### config.mk
export PLATFORM = sky130hd
export DESIGN_NAME = gpu_mem_arbiter
export DESIGN_NICKNAME = d
export VERILOG_FILES = /design/src/rtl/gpu_mem_pkg.sv /design/src/rtl/gpu_mem_tag_fifo.sv /design/src/rtl/gpu_mem_arbiter.sv
export SDC_FILE = /design/constraint.sdc
export NUM_CORES = 1
export LEC_CHECK = 0
export CORE_AREA = 5 5 765 767
export DETAILED_ROUTE_END_ITERATION = 7
export DIE_AREA = 0 0 770 772
export GPL_ROUTABILITY_DRIVEN = 1
export PLACE_DENSITY = 0.3
export SLEW_MARGIN = 10
export SYNTH_ARGS = -nofsm -noshare
export SYNTH_HDL_FRONTEND = slang
export SYNTH_HIERARCHICAL = 1
export SYNTH_SLANG_ARGS = --single-unit
### constraint.sdc
create_clock -name i_clk -period 2.08 [get_ports i_clk]
set_input_delay 0.312 -clock i_clk [delete_from_list [all_inputs] [get_ports i_clk]]
set_output_delay 0.312 -clock i_clk [all_outputs]
set_load 0.005 [all_outputs]
### src/rtl/gpu_mem_pkg.sv
// Shared memory-port field widths and arbiter FSM state type.
package gpu_mem_pkg;

    localparam int ADR_W    = 15;
    localparam int SUBADR_W = 3;
    localparam int MASK_W   = 16;
    localparam int DATA_W   = 256;
    localparam int SIZE_W   = 2;

    typedef enum logic {
        ST_IDLE  = 1'b0,
        ST_GRANT = 1'b1
    } arb_state_e;

endpackage

### src/rtl/gpu_mem_tag_fifo.sv
// In-order FIFO of requester indices for outstanding reads.
// DEPTH must be a power of two, at least 2.
module gpu_mem_tag_fifo #(
    parameter int DEPTH = 4,
    parameter int W     = 2
) (
    input  logic         i_clk,
    input  logic         i_nrst,
    input  logic         i_push,
    input  logic [W-1:0] i_tag,
    input  logic         i_pop,
    output logic         o_full,
    output logic         o_empty,
    output logic [W-1:0] o_head
);

    localparam int PW = $clog2(DEPTH);

    // Extra pointer bit tells full from empty when the indices match.
    logic [PW:0]  wr_q, rd_q;
    logic [W-1:0] mem_q [DEPTH];
    logic         push_ok, pop_ok;

    assign o_empty = (wr_q == rd_q);
    assign o_full  = (wr_q[PW] != rd_q[PW]) && (wr_q[PW-1:0] == rd_q[PW-1:0]);
    assign o_head  = mem_q[rd_q[PW-1:0]];
    assign pop_ok  = i_pop & ~o_empty;
    // A push into a full FIFO is only allowed when the head leaves the same cycle.
    assign push_ok = i_push & (~o_full | pop_ok);

    // Pointer update; pops on an empty FIFO are ignored.
    always_ff @(posedge i_clk or negedge i_nrst) begin
        if (!i_nrst) begin
            wr_q <= '0;
            rd_q <= '0;
        end else begin
            if (push_ok) wr_q <= wr_q + 1'b1;
            if (pop_ok)  rd_q <= rd_q + 1'b1;
        end
    end

    // Tag storage; contents are meaningless while empty so no reset.
    always_ff @(posedge i_clk) begin
        if (push_ok) mem_q[wr_q[PW-1:0]] <= i_tag;
    end

endmodule

### src/rtl/gpu_mem_arbiter.sv
// Arbitrates NUM_REQ requesters onto one memory command port and routes
// read data back in order via a tag FIFO.
// Define GPU_MEM_ARB_ROUND_ROBIN_EN for round-robin; default is fixed priority.
module gpu_mem_arbiter
    import gpu_mem_pkg::*;
#(
    parameter int NUM_REQ   = 4,
    parameter int TAG_DEPTH = 4
) (
    input  logic                         i_clk,
    input  logic                         i_nrst,
    input  logic [NUM_REQ-1:0]           i_reqCommand,
    input  logic [SIZE_W*NUM_REQ-1:0]    i_reqCommandSize,
    input  logic [NUM_REQ-1:0]           i_reqWrite,
    input  logic [ADR_W*NUM_REQ-1:0]     i_reqAdr,
    input  logic [SUBADR_W*NUM_REQ-1:0]  i_reqSubadr,
    input  logic [MASK_W*NUM_REQ-1:0]    i_reqWriteMask,
    input  logic [DATA_W*NUM_REQ-1:0]    i_reqDataOut,
    output logic [NUM_REQ-1:0]           o_reqBusy,
    output logic [NUM_REQ-1:0]           o_reqDataInValid,
    output logic [DATA_W-1:0]            o_dataIn,
    output logic                         o_command,
    output logic [SIZE_W-1:0]            o_commandSize,
    output logic                         o_write,
    output logic [ADR_W-1:0]             o_adr,
    output logic [SUBADR_W-1:0]          o_subadr,
    output logic [MASK_W-1:0]            o_writeMask,
    output logic [DATA_W-1:0]            o_dataOut,
    input  logic                         i_busy,
    input  logic [DATA_W-1:0]            i_dataIn,
    input  logic                         i_dataInValid,
    output logic                         o_tagError
);

    localparam int IDX_W = $clog2(NUM_REQ);

    arb_state_e        state_q;
    logic [IDX_W-1:0]  grant_q, winner, sel;
    logic [NUM_REQ-1:0] elig;
    logic              any_elig, in_grant, gnt_cmd, xfer;
    logic              tag_full, tag_empty, tag_err_q;
    logic [IDX_W-1:0]  tag_head;

    // Reads need a free tag slot; writes never wait on the FIFO.
    assign elig = i_reqCommand & (i_reqWrite | {NUM_REQ{~tag_full}});

`ifdef GPU_MEM_ARB_ROUND_ROBIN_EN
    logic [IDX_W-1:0] rr_q;

    // First eligible requester after the last one granted, wrapping.
    always_comb begin
        int idx;
        winner   = '0;
        any_elig = 1'b0;
        idx      = 0;
        for (int i = 1; i <= NUM_REQ; i++) begin
            idx = (int'(rr_q) + i) % NUM_REQ;
            if (!any_elig && elig[idx]) begin
                any_elig = 1'b1;
                winner   = IDX_W'(idx);
            end
        end
    end
`else
    // Lowest eligible index wins.
    always_comb begin
        winner   = '0;
        any_elig = |elig;
        for (int i = NUM_REQ - 1; i >= 0; i--) begin
            if (elig[i]) winner = IDX_W'(i);
        end
    end
`endif

    assign in_grant = (state_q == ST_GRANT);
    assign gnt_cmd  = i_reqCommand[grant_q];
    assign xfer     = in_grant & gnt_cmd & ~i_busy;
    assign sel      = in_grant ? grant_q : '0;

    assign o_command     = in_grant & gnt_cmd;
    assign o_commandSize = i_reqCommandSize[int'(sel)*SIZE_W +: SIZE_W];
    assign o_write       = i_reqWrite[sel];
    assign o_adr         = i_reqAdr[int'(sel)*ADR_W +: ADR_W];
    assign o_subadr      = i_reqSubadr[int'(sel)*SUBADR_W +: SUBADR_W];
    assign o_writeMask   = i_reqWriteMask[int'(sel)*MASK_W +: MASK_W];
    assign o_dataOut     = i_reqDataOut[int'(sel)*DATA_W +: DATA_W];
    assign o_dataIn      = i_dataIn;
    assign o_tagError    = tag_err_q;

    // Only the granted requester sees busy low, and only while memory accepts.
    always_comb begin
        o_reqBusy = '1;
        if (in_grant && !i_busy) o_reqBusy[grant_q] = 1'b0;
    end

    // Read-data strobe goes to the oldest outstanding read.
    always_comb begin
        o_reqDataInValid = '0;
        if (i_dataInValid && !tag_empty) o_reqDataInValid[tag_head] = 1'b1;
    end

    gpu_mem_tag_fifo #(
        .DEPTH (TAG_DEPTH),
        .W     (IDX_W)
    ) u_tag_fifo (
        .i_clk   (i_clk),
        .i_nrst  (i_nrst),
        .i_push  (xfer & ~i_reqWrite[grant_q]),
        .i_tag   (grant_q),
        .i_pop   (i_dataInValid),
        .o_full  (tag_full),
        .o_empty (tag_empty),
        .o_head  (tag_head)
    );

    // Sticky flag for read data that arrives with nothing outstanding.
    always_ff @(posedge i_clk or negedge i_nrst) begin
        if (!i_nrst)                       tag_err_q <= 1'b0;
        else if (i_dataInValid && tag_empty) tag_err_q <= 1'b1;
    end

    // Grant FSM: one command per grant, abandon if the requester withdraws.
    always_ff @(posedge i_clk or negedge i_nrst) begin
        if (!i_nrst) begin
            state_q <= ST_IDLE;
            grant_q <= '0;
`ifdef GPU_MEM_ARB_ROUND_ROBIN_EN
            rr_q    <= '0;
`endif
        end else begin
            case (state_q)
                ST_IDLE: begin
                    if (any_elig) begin
                        state_q <= ST_GRANT;
                        grant_q <= winner;
`ifdef GPU_MEM_ARB_ROUND_ROBIN_EN
                        rr_q    <= winner;
`endif
                    end
                end
                ST_GRANT: begin
                    if (!gnt_cmd || !i_busy) state_q <= ST_IDLE;
                end
                default: state_q <= ST_IDLE;
            endcase
        end
    end

endmodule

==> impl_results.md <==
- Crit-path most repeated cell: buf_12
- Synth Area in Compound Gates: 35.35%
- H-tree depth: 1
- Overall Global Routing Usage: 15.49%
- Die boundary height: 772 microns
- Top post-synthesis cells by area: nand2_1 (19%), a211oi_1 (19%), buf_4 (17%)
- Switching power of the nets: 0.03988 W
- Drt first-iter violations: 1357
- Critical Path Max Stage Delay: 650 ps
- Critical Path Source: grant_q[0]
- Worst voltage drop across the vdd grid: 0.5948 mV
- Combinational share of power: 98.6%
- Number of distinct library cells after synthesis: 52
- Post-Syn Area per Cell: 5.921 sq um
- Final period demand of the worst path: 2785 ps
- Worst Path Max Fanout: 8
- Total of buffers placed on input and output ports: 1482
- Nets@finish: 5145
- Count of hold buffers inserted by post-cts repair: 0
- Gate count after technology mapping: 2011
- Sequential cell area fraction in the yosys report: 4.119%
- Max-slew violation total from the final report: 0
- Proportion of power drawn by the clock network: 0.5%
- Xor/xnor cell area share of the yosys netlist: 0.6515%
- Number of enable flip-flop cells after synthesis: 8
- Final hold slack: 379.5 ps
- Crit path capture type: primary output
- Register bit total from synthesis: 18
- Main combinational cell family by area after synthesis: compound AO/OA/AOI/OAI gates
- Number of antenna violations at the first check in global routing: 440
- Clock tree from TritonCTS: yes
- Top Ports: 1995
- Multiplexer fraction of the synthesized cell area: 0.7671%
- Max Fclk: 0.3591 GHz
- Worst endpoint required time: 1770 ps
- Layout cell share with drive strength beyond 1: 43.21%
- Leakage power: 15.74 nW
- Die extent in x: 770 microns
- Bufs on Longest Clock Path: 2
- Post-Place Worst Slack: -920.3 ps
- Standard-cell row count: 279
- Chain of cells forming the critical path: buf_12 -> clkinv_16 -> buf_16 -> buf_12 -> buf_12 -> a211oi_2 -> a31oi_4 -> buf_12
- Final WL: 495.7 mm
- Cell type with the highest aggregate area in the netlist: nand2_1
- Class of the tightest hold or removal check: in2async
- Vias in the first global route: 24933
- Maximum number of pins on one net before global-route repair: 57
- Clock Pin Slew Worst Setup and Hold Paths: 60 ps
- Max-cap violations: 0
- Number of sinks driven by the clock tree: 18
- Switching share of total power: 52.67%
- Area of the placeable core: 576700 sq um
- P_int: 0.03583 W
- Pre-antenna DRT Iters: 5
- Simple-gate share of the synthesized area: 35.29%
- Layout fillers: 67257
- CTS Root Buffer Type: clkbuf_16
- Routed wire length per instance: 43.07 microns
- Skew-Pair Late Insertion Delay: 260 ps
- Setup repair after global routing missed its margin: yes
- Reg power frac: 0.8%
- Final worst-path cycle share: 133.9%
- Critical Setup Path Class: reg2out
- Library cell contributing the largest single delay on the critical path: a31oi_4
- Die Outline Area: 594400 sq um
- Wire length of the first global-routing pass: 538.3 mm
- Synth warn: 6
- Synthesized-area fraction occupied by adder cells: 0.5254%
- Violated checks: setup timing
- CP Data Arrival Time: 2470 ps
- Run status: finished with violations
- Vias per cell: 2.252
- Number of nets in the synthesized netlist: 3452
- Total number of vias: 25923
- Setup clock skew after layout: 7.053 ps
- DRC errors left: 0
- Detail Route Antenna Nets: 0
- Most used flip-flop cell after synthesis: dfrtp_1
- Pwr per Cell Area: 1517 nW/um^2
- Area growth from synthesis to final layout: 319.1%
- Endpoints failing hold: 0
- Commonest cells in the synthesized netlist: nand2_1 (589), a211oi_1 (294), a31oi_1 (294), buf_4 (262), and2_1 (248)
- GP Congestion: 0.9047
- Worst-case headroom to the max-slew limit: 45.44%
- Tightest Pin Transition: 819.7 ps
- Final global-route overflow total: 0
- Area of the mapped netlist: 11910 sq um
- Initial Utilization: 2.065%
- Number of buffers created by CTS: 3
- Post-DP HPWL: 454.8 mm
- Finish-stage setup viols: 311
- Ys async rst share: 55.56%
- Most repeated cell in the gate-level netlist after synthesis: nand2_1
- Worst reg2reg startpoint: grant_q[0]
- Setup slack of the critical path after layout: -704.9 ps
- Worst setup SP type: register
- Fraction of post-synthesis cell area in the top cell type by area: 18.57%
[routing by layer]
layer | global-route usage [%] | routed length (microns) | vias up
li1 | - | - | 10300
met1 | 12.67 | 140200 | 11963
met2 | 25.19 | 221600 | 2462
met3 | 15.50 | 106900 | 1002
met4 | 5.635 | 25300 | 196
met5 | 0.3907 | 1650 | -
[final cells by class]
cell class	instances	area [sq um]	share of cell area, %
clock inverter	1	3.754	0.007523
tap	7727	9668	19.38
sequential	18	495.5	0.9930
multi-input combinational	1533	14190	28.45
timing repair buffer	2140	25210	50.52
inverter	8	56.30	0.1128
clock buffer	3	75.07	0.1505
antenna	79	197.7	0.3962
[placed cells by master (no fill, tap or decap), types with 8 or more instances in the layout]
cell,synthesis,final
clkdlybuf4s50_1,0,1181
nand2_1,589,435
buf_4,262,347
buf_12,0,316
and2_1,248,216
a31oi_4,0,152
a211oi_2,0,125
buf_6,1,123
a211oi_4,0,110
nand2_2,1,87
a31oi_1,294,87
diode_2,0,79
nand2_4,1,63
a211oi_1,294,59
a31oi_2,0,55
buf_16,0,41
and2_4,0,40
clkbuf_16,0,39
and2_0,46,35
buf_8,0,35
buf_2,45,25
dlymetal6s2s_1,0,10
clkdlybuf4s15_2,0,9
clkbuf_2,0,9
dfrtp_1,10,8
edfxtp_1,8,8
[path summary, 6_finish.rpt]
| check | endpoint | slack (ps) | cells past startpoint |
|---|---|---|---|
| setup / recovery | o_adr[4] | -700 | 8 |
| hold / removal | grant_q[0] | 380 | 2 |
| min in group i_clk | o_tagError | 460 | 1 |
| setup reg to reg | u_tag_fifo/mem_q[3][1] | -440 | 11 |
| hold reg to reg | o_tagError | 460 | 1 |
| max in group asynchronous | u_tag_fifo/rd_q[0] | 1480 | 2 |
[worst max-delay path: cells and delay by family, from the launching register on]
kind,cells,cell delay [ps]
flops,1,510
compound gates,2,740
buf+inv,6,860
[logic make-up after synthesis]
kind of cell | Yosys count
mux | 6
xor+xnor | 8
flops | 18
buf+inv | 460
simple gates | 905
fa+ha+maj | 5
compound gates | 609
[power by group through the flow]
stage	combinational, W	sequential [W]	clock, W
6_report	0.0746	0.000640	0.000415
5_1_grt	0.0787	0.000656	0.000443
4_1_cts	0.0634	0.000636	0.000433
3_5_place_dp	0.0587	0.000637	0
3_3_place_gp	0.0592	0.000639	0
2_1_floorplan	0.0115	0.000629	0
[per-stage QoR]
| step | instances | util (%) | total power, W | cell area, sq um | TNS, ps |
|---|---|---|---|---|---|
| detailed placement | 11231 | 6.985 | 0.05933 | 40280 | -115130 |
| floorplan | 2011 | - | 0.01212 | 11910 | 0 |
| global route | 11466 | 8.634 | 0.07981 | 49790 | -165930 |
| finish | 11509 | 8.652 | 0.07570 | 49900 | -145660 |
| global placement | 11231 | 6.982 | 0.05982 | 40260 | -120990 |
| CTS | 11284 | 7.372 | 0.06450 | 42510 | -175180 |
[repair_timing]
item / CTS / global route
gates cloned: 11 / 38
gates resized for setup: 343 / 1134
setup endpoints to repair: 312 / 313
pin swaps: 42 / 291
setup buffers: 39 / 174
[registers in the layout (all words and copies together), names as in the netlist]
signal / flops
grant_q: 2
u_tag_fifo/mem_q: 8
u_tag_fifo/rd_q: 3
in_grant: 1
u_tag_fifo/wr_q: 3
o_tagError: 1
Power figures use the tool's default switching activity.
